===== src/rtl/pong_pkg.sv =====
// Shared types and constants for the pong game sequencer.
//   state_e      : 2-bit FSM encoding (NEWGAME, PLAY, NEWBALL, OVER)
//   bcd_t        : one 4-bit BCD digit
//   *_DEF        : default balls per game and inter-round delay in frames
package pong_pkg;

    localparam int unsigned STATE_W = 2;
    localparam int unsigned BALLS_W = 2;
    localparam int unsigned TIMER_W = 8;
    localparam int unsigned DIGIT_W = 4;
    localparam int unsigned SCORE_W = 2 * DIGIT_W;

    localparam int unsigned BALLS_INIT_DEF   = 3;
    localparam int unsigned TIMER_FRAMES_DEF = 120;

    typedef enum logic [STATE_W-1:0] {
        ST_NEWGAME = 2'b00,
        ST_PLAY    = 2'b01,
        ST_NEWBALL = 2'b10,
        ST_OVER    = 2'b11
    } state_e;

    typedef logic [DIGIT_W-1:0] bcd_t;

endpackage


===== src/rtl/pong_bcd_cnt2.sv =====
// Two-digit BCD up-counter, 00..99 with wrap to 00. clr has priority over inc.
//   clk, reset : clock, asynchronous active-high reset (count -> 00)
//   clr_i      : synchronous clear
//   inc_i      : add one this clock
//   count_o    : {tens, units} BCD, registered
module pong_bcd_cnt2
    import pong_pkg::*;
(
    input  logic               clk,
    input  logic               reset,
    input  logic               clr_i,
    input  logic               inc_i,
    output logic [SCORE_W-1:0] count_o
);

    bcd_t units_q, units_d;
    bcd_t tens_q,  tens_d;

    // Next-count: units roll 9->0 and carry into tens; tens roll 9->0 too.
    always_comb begin
        units_d = units_q;
        tens_d  = tens_q;
        if (clr_i) begin
            units_d = '0;
            tens_d  = '0;
        end else if (inc_i) begin
            if (units_q == DIGIT_W'(9)) begin
                units_d = '0;
                tens_d  = (tens_q == DIGIT_W'(9)) ? '0 : tens_q + DIGIT_W'(1);
            end else begin
                units_d = units_q + DIGIT_W'(1);
            end
        end
    end

    always_ff @(posedge clk or posedge reset) begin
        if (reset) begin
            units_q <= '0;
            tens_q  <= '0;
        end else begin
            units_q <= units_d;
            tens_q  <= tens_d;
        end
    end

    assign count_o = {tens_q, units_q};

endmodule


===== src/rtl/pong_game_ctrl.sv =====
// Pong game sequencer: new game, play, ball re-serve and game over.
// Optional feature macro: PONG_HISCORE_EN (keeps best score; otherwise hiscore = 00).
//   clk, reset : clock, asynchronous active-high reset
//   frame_tick : one-clock pulse per video frame
//   btn        : player buttons (level, synchronised); any rising press counts
//   hit        : ball/paddle contact level; counted once per rising edge in PLAY
//   miss       : ball lost level; acted on only in PLAY
//   gra_still  : 1 = freeze/recentre ball (every state except PLAY)
//   state      : current FSM state
//   balls      : balls remaining including the one in play
//   score      : BCD {tens, units}
//   hiscore    : BCD best score
module pong_game_ctrl
    import pong_pkg::*;
#(
    parameter int unsigned BALLS_INIT   = BALLS_INIT_DEF,
    parameter int unsigned TIMER_FRAMES = TIMER_FRAMES_DEF
) (
    input  logic               clk,
    input  logic               reset,
    input  logic               frame_tick,
    input  logic [3:0]         btn,
    input  logic               hit,
    input  logic               miss,
    output logic               gra_still,
    output logic [STATE_W-1:0] state,
    output logic [BALLS_W-1:0] balls,
    output logic [SCORE_W-1:0] score,
    output logic [SCORE_W-1:0] hiscore
);

    localparam logic [BALLS_W-1:0] BALLS_LOAD = BALLS_W'(BALLS_INIT);
    localparam logic [TIMER_W-1:0] TIMER_LOAD = TIMER_W'(TIMER_FRAMES);

    state_e             state_q, state_d;
    logic               gra_still_q, gra_still_d;
    logic [BALLS_W-1:0] balls_q, balls_d;
    logic [TIMER_W-1:0] timer_q, timer_d;
    logic               hit_q;
    logic               btn_any_q;

    logic               hit_rise_c;
    logic               btn_rise_c;
    logic               score_clr_c;
    logic               score_inc_c;
    logic [SCORE_W-1:0] score_c;

    assign hit_rise_c = hit & ~hit_q;
    assign btn_rise_c = (|btn) & ~btn_any_q;

    // Next-state and datapath controls.
    always_comb begin
        state_d     = state_q;
        balls_d     = balls_q;
        timer_d     = timer_q;
        score_clr_c = 1'b0;
        score_inc_c = 1'b0;

        unique case (state_q)
            ST_NEWGAME: begin
                balls_d     = BALLS_LOAD;
                score_clr_c = 1'b1;
                if (btn_rise_c) begin
                    state_d = ST_PLAY;
                end
            end
            ST_PLAY: begin
                // A miss outranks a simultaneous hit: the point is not scored.
                if (miss) begin
                    timer_d = TIMER_LOAD;
                    if (balls_q <= BALLS_W'(1)) begin
                        balls_d = '0;
                        state_d = ST_OVER;
                    end else begin
                        balls_d = balls_q - BALLS_W'(1);
                        state_d = ST_NEWBALL;
                    end
                end else if (hit_rise_c) begin
                    score_inc_c = 1'b1;
                end
            end
            ST_NEWBALL: begin
                if (frame_tick && (timer_q != '0)) begin
                    timer_d = timer_q - TIMER_W'(1);
                end
                // Only a press seen after the delay has fully expired re-serves.
                if (btn_rise_c && (timer_q == '0)) begin
                    state_d = ST_PLAY;
                end
            end
            ST_OVER: begin
                // Load the new-game values on the way out so outputs match the state.
                if (timer_q == '0) begin
                    state_d     = ST_NEWGAME;
                    balls_d     = BALLS_LOAD;
                    score_clr_c = 1'b1;
                end else if (frame_tick) begin
                    timer_d = timer_q - TIMER_W'(1);
                end
            end
            default: begin
                state_d = ST_NEWGAME;
            end
        endcase

        gra_still_d = (state_d != ST_PLAY);
    end

    always_ff @(posedge clk or posedge reset) begin
        if (reset) begin
            state_q     <= ST_NEWGAME;
            gra_still_q <= 1'b1;
            balls_q     <= BALLS_LOAD;
            timer_q     <= '0;
            hit_q       <= 1'b0;
            btn_any_q   <= 1'b0;
        end else begin
            state_q     <= state_d;
            gra_still_q <= gra_still_d;
            balls_q     <= balls_d;
            timer_q     <= timer_d;
            hit_q       <= hit;
            btn_any_q   <= |btn;
        end
    end

    pong_bcd_cnt2 u_score (
        .clk     (clk),
        .reset   (reset),
        .clr_i   (score_clr_c),
        .inc_i   (score_inc_c),
        .count_o (score_c)
    );

`ifdef PONG_HISCORE_EN
    logic [SCORE_W-1:0] hiscore_q;

    // Capture on entry to OVER; BCD compares correctly as plain binary.
    always_ff @(posedge clk or posedge reset) begin
        if (reset) begin
            hiscore_q <= '0;
        end else if ((state_q == ST_PLAY) && (state_d == ST_OVER) && (score_c > hiscore_q)) begin
            hiscore_q <= score_c;
        end
    end

    assign hiscore = hiscore_q;
`else
    assign hiscore = SCORE_W'(0);
`endif

    assign gra_still = gra_still_q;
    assign state     = state_q;
    assign balls     = balls_q;
    assign score     = score_c;

endmodule


===== config.mk =====
export PLATFORM = sky130hd
export DESIGN_NAME = pong_game_ctrl
export DESIGN_NICKNAME = d
export VERILOG_FILES = /design/src/rtl/pong_pkg.sv /design/src/rtl/pong_bcd_cnt2.sv /design/src/rtl/pong_game_ctrl.sv
export SDC_FILE = /design/constraint.sdc
export NUM_CORES = 1
export LEC_CHECK = 0
export BUFFER_PORTS_ARGS = -buffer_cell sky130_fd_sc_hd__clkbuf_2
export CORE_MARGIN = 1
export CORE_UTILIZATION = 49
export CTS_CLUSTER_SIZE = 12
export DETAILED_ROUTE_END_ITERATION = 8
export PLACE_DENSITY = 0.75
export REMOVE_ABC_BUFFERS = 1
export SLEW_MARGIN = 20
export SYNTH_ARGS = -nofsm -noshare
export SYNTH_HDL_FRONTEND = slang
export SYNTH_SLANG_ARGS = --single-unit

===== constraint.sdc =====
create_clock -name clk -period 2.15 [get_ports clk]
set_input_delay 0.215 -clock clk [delete_from_list [all_inputs] [get_ports clk]]
set_output_delay 0.215 -clock clk [all_outputs]
set_load 0.02 [all_outputs]

==> flow_metrics.tcl <==
set metrics [dict create \
    cts_buffer_depth 2 \
    antenna_found_initial 0 \
    ir_drop_mv 0.771 \
    cp_cell_sequence "or4_1 -> or2_4 -> or4_4 -> a2bb2oi_2 -> o2bb2ai_1" \
    outcome "complete, no violations" \
    viasPerCell 5.56 \
    drc 0 \
    synth.avg_cell_area_um2 8.77 \
    core_area_um2 2780 \
    grt_remaining_overflow 0 \
    fillers 252 \
    multi_input_comb_area_um2 788 \
    async_flop_share_pct 100 \
    finalWorstSetupSlack_ns 0.0675 \
    cts_tree "done" \
    hold_class "in2reg" \
    cts_sinks 23 \
    clock.fmax_ghz 0.480 \
    fp.dieW_um 56.5 \
    synth_warnings 0 \
    drt_iter0_drc 24 \
    path_max_fanout 6 \
    drive_gt1_share_pct 22.3 \
    tightest_slew_ns 0.899 \
    cp_slowest_cell "or4_1" \
    min_period_over_period_pct 96.9 \
    power_frac_seq_pct 34.2 \
    cts_buffers 3 \
    start_util_pct 52.4 \
    stdcell_area_um2 1660 \
    powerDensity_nw_per_um2 1040 \
    netlist_instances 166 \
    port_buffers 21 \
    firstDrtPassIters 4 \
    wirelength_um 3040 \
    yosysTopAreaCellShare_pct 34.4 \
    p_leak_uw 0.000782 \
    path_clk_slew_ns 0.14 \
    worstSkewPairLatency_ns 0.32 \
    hold_viol 0 \
    dp_slack_ns 0.0565 \
    placedInstanceArea_um2 1620 \
    avgRoutedWirePerCell_um 13.3 \
    slew_headroom_pct 40.0 \
    endpoint_kind "register" \
    cpPeakStageDelay_ns 0.59 \
    die_area_um2 3190 \
    p_int_uw 977 \
    arrival_ns 2.35 \
    synth_top_area_cell "dfrtp_1" \
    insertedDiodeCount 0 \
    ys_top_cells_by_count "20 x dfrtp_1, 19 x nor2_1, 17 x a21oi_1" \
    p_sw_uw 759 \
    grt_pass1_vias 1141 \
    nets 217 \
    synth_edf_count 0 \
    dr_total_vias 1267 \
    required_ns 2.41 \
    setup_viol 0 \
    synth-seq-cells 23 \
    htreeDepth 1 \
    synthTopCellsByArea "dfrtp_1 34%, ha_1 8.6%, a21oi_1 5.8%" \
    cp-start-kind "register" \
    syn_to_final_growth_pct 14.1 \
    crit_type "reg2reg" \
    ys_seq_area_share_pct 39.8 \
    drv_cap 0 \
    combinationalPowerShare_pct 53.5 \
    fp-row-count 19 \
    pin_count 30 \
    grt_usage_pct 19.0 \
    yosys.cell_count.top_type "dfrtp_1" \
    grt_max_degree 24 \
    finalMaxSlewViolations 0 \
    postCtsHoldBufs 0 \
    die_h_um 56.5 \
    swShare_pct 43.7 \
    ff_latch_area_um2 579 \
    postRouteAntennaNets 0 \
    finalCriticalPeriod_ns 2.08 \
    syn_area_um2 1460 \
    yosysUniqueCellTypes 43 \
    cts-root-buf "clkbuf_4" \
    finalNonFillerCells 228 \
    place_hpwl_um 2180 \
    gp_congestion 0.843 \
    p_clk_share_pct 12.3 \
    synth_flop_cell "dfrtp_1" \
    placedCellCount 222 \
    grt_pass1_wl_um 4820 \
    fin_worst_skew_ns 0.00238 \
]
## area by class of cell
type	count	share of cell area [%]
Clock buffer	4	1.58
Inverter	11	2.48
Multi-Input combinational cell	127	47.4
Sequential cell	23	34.9
Tap cell	31	2.33
Timing Repair Buffer	32	11.3
## stage by stage
step | total power, µW | TNS, ns | util [%] | hold slack, ns
CTS | 1700 | 0 | 59.1 | 0.0181
detailed placement | 1490 | 0 | 58.2 | 0.364
floorplan | 1180 | 0 | - | 0.215
global route | 1850 | -0.00266 | 59.7 | 0.0159
finish | 1740 | 0 | 59.7 | 0.0300
global placement | 1450 | 0 | 58.2 | 0.361
## placed cells by master, fill, tap and decap left out, types with 2 or more instances in the layout
cell       count
buf_4         11
o31ai_1        2
a21oi_1       17
clkbuf_4       3
nand2_1       11
or2_2          2
clkbuf_2      21
a31oi_1        2
inv_1         11
and2_1         2
ha_1          10
a211o_1        2
nor2b_1        3
or3_1          4
dfstp_2        3
o21ai_1        2
nor2_1        19
conb_1         8
dfrtp_1       20
nand3_1        2
nor4_1         2
o21ai_0        9
mux2i_1        3
nor3_1         6
o2bb2ai_1      2
o211ai_1       2
## flip-flops by register name (all words and copies together), names as in the netlist
name / cells
gra_still: 1
btn_any_q: 1
u_score.units_q: 4
u_score.tens_q: 4
balls: 2
timer_q: 8
hit_q: 1
state: 2
## worst paths after layout
| path | from | end | slack, ns | cells past startpoint |
|---|---|---|---|---|
| setup / recovery | timer_q[4]$_DFFE_PP0P_ | gra_still$_DFF_PP1_ | 0.07 | 5 |
| hold / removal | hit | hit_q$_DFF_PP0_ | 0.03 | 1 |
| setup reg to reg | timer_q[4]$_DFFE_PP0P_ | gra_still$_DFF_PP1_ | 0.07 | 5 |
| hold reg to reg | timer_q[5]$_DFFE_PP0P_ | timer_q[5]$_DFFE_PP0P_ | 0.50 | 1 |
| max in group asynchronous | reset | u_score.tens_q[3]$_DFFE_PP0P_ | 1.56 | 2 |
| min in group asynchronous | reset | timer_q[4]$_DFFE_PP0P_ | 0.05 | 2 |
## power by group through the flow
stage               clock (µW)  sequential [µW]  combinational, µW
finish                     213              593                929
CTS                        216              591                892
global placement             0              592                853
floorplan                    0              652                525
detailed placement           0              600                889
global route               228              601               1020
## kinds of logic after synthesis
family / after synthesis / share of synthesized area [%]
fa+ha+maj: 10 / 8.59
simple gates: 61 / 21.7
other cells: 1 / 0.257
mux: 3 / 2.06
flops: 23 / 39.8
buf+inv: 23 / 8.08
compound gates: 45 / 19.5
## critical path, delay by kind of cell (launching register included)
family	cells	cell delay [ns]
simple gates	3	1.35
flops	1	0.45
compound gates	2	0.22
## per-layer routing
metal	global-route usage [%]	vias to the layer above	wire length (µm)
li1	-	631	-
met1	23.4	605	1390
met2	32.4	27	1530
met3	2.53	4	82
met4	9.41	0	37
met5	0	-	0
## repair_timing
action,in CTS,in global routing
hold endpoints to repair,0,0
buffers inserted,0,2
resized for setup,0,1
endpoints found under the setup margin,0,5
(Power assumes the default switching activity.)
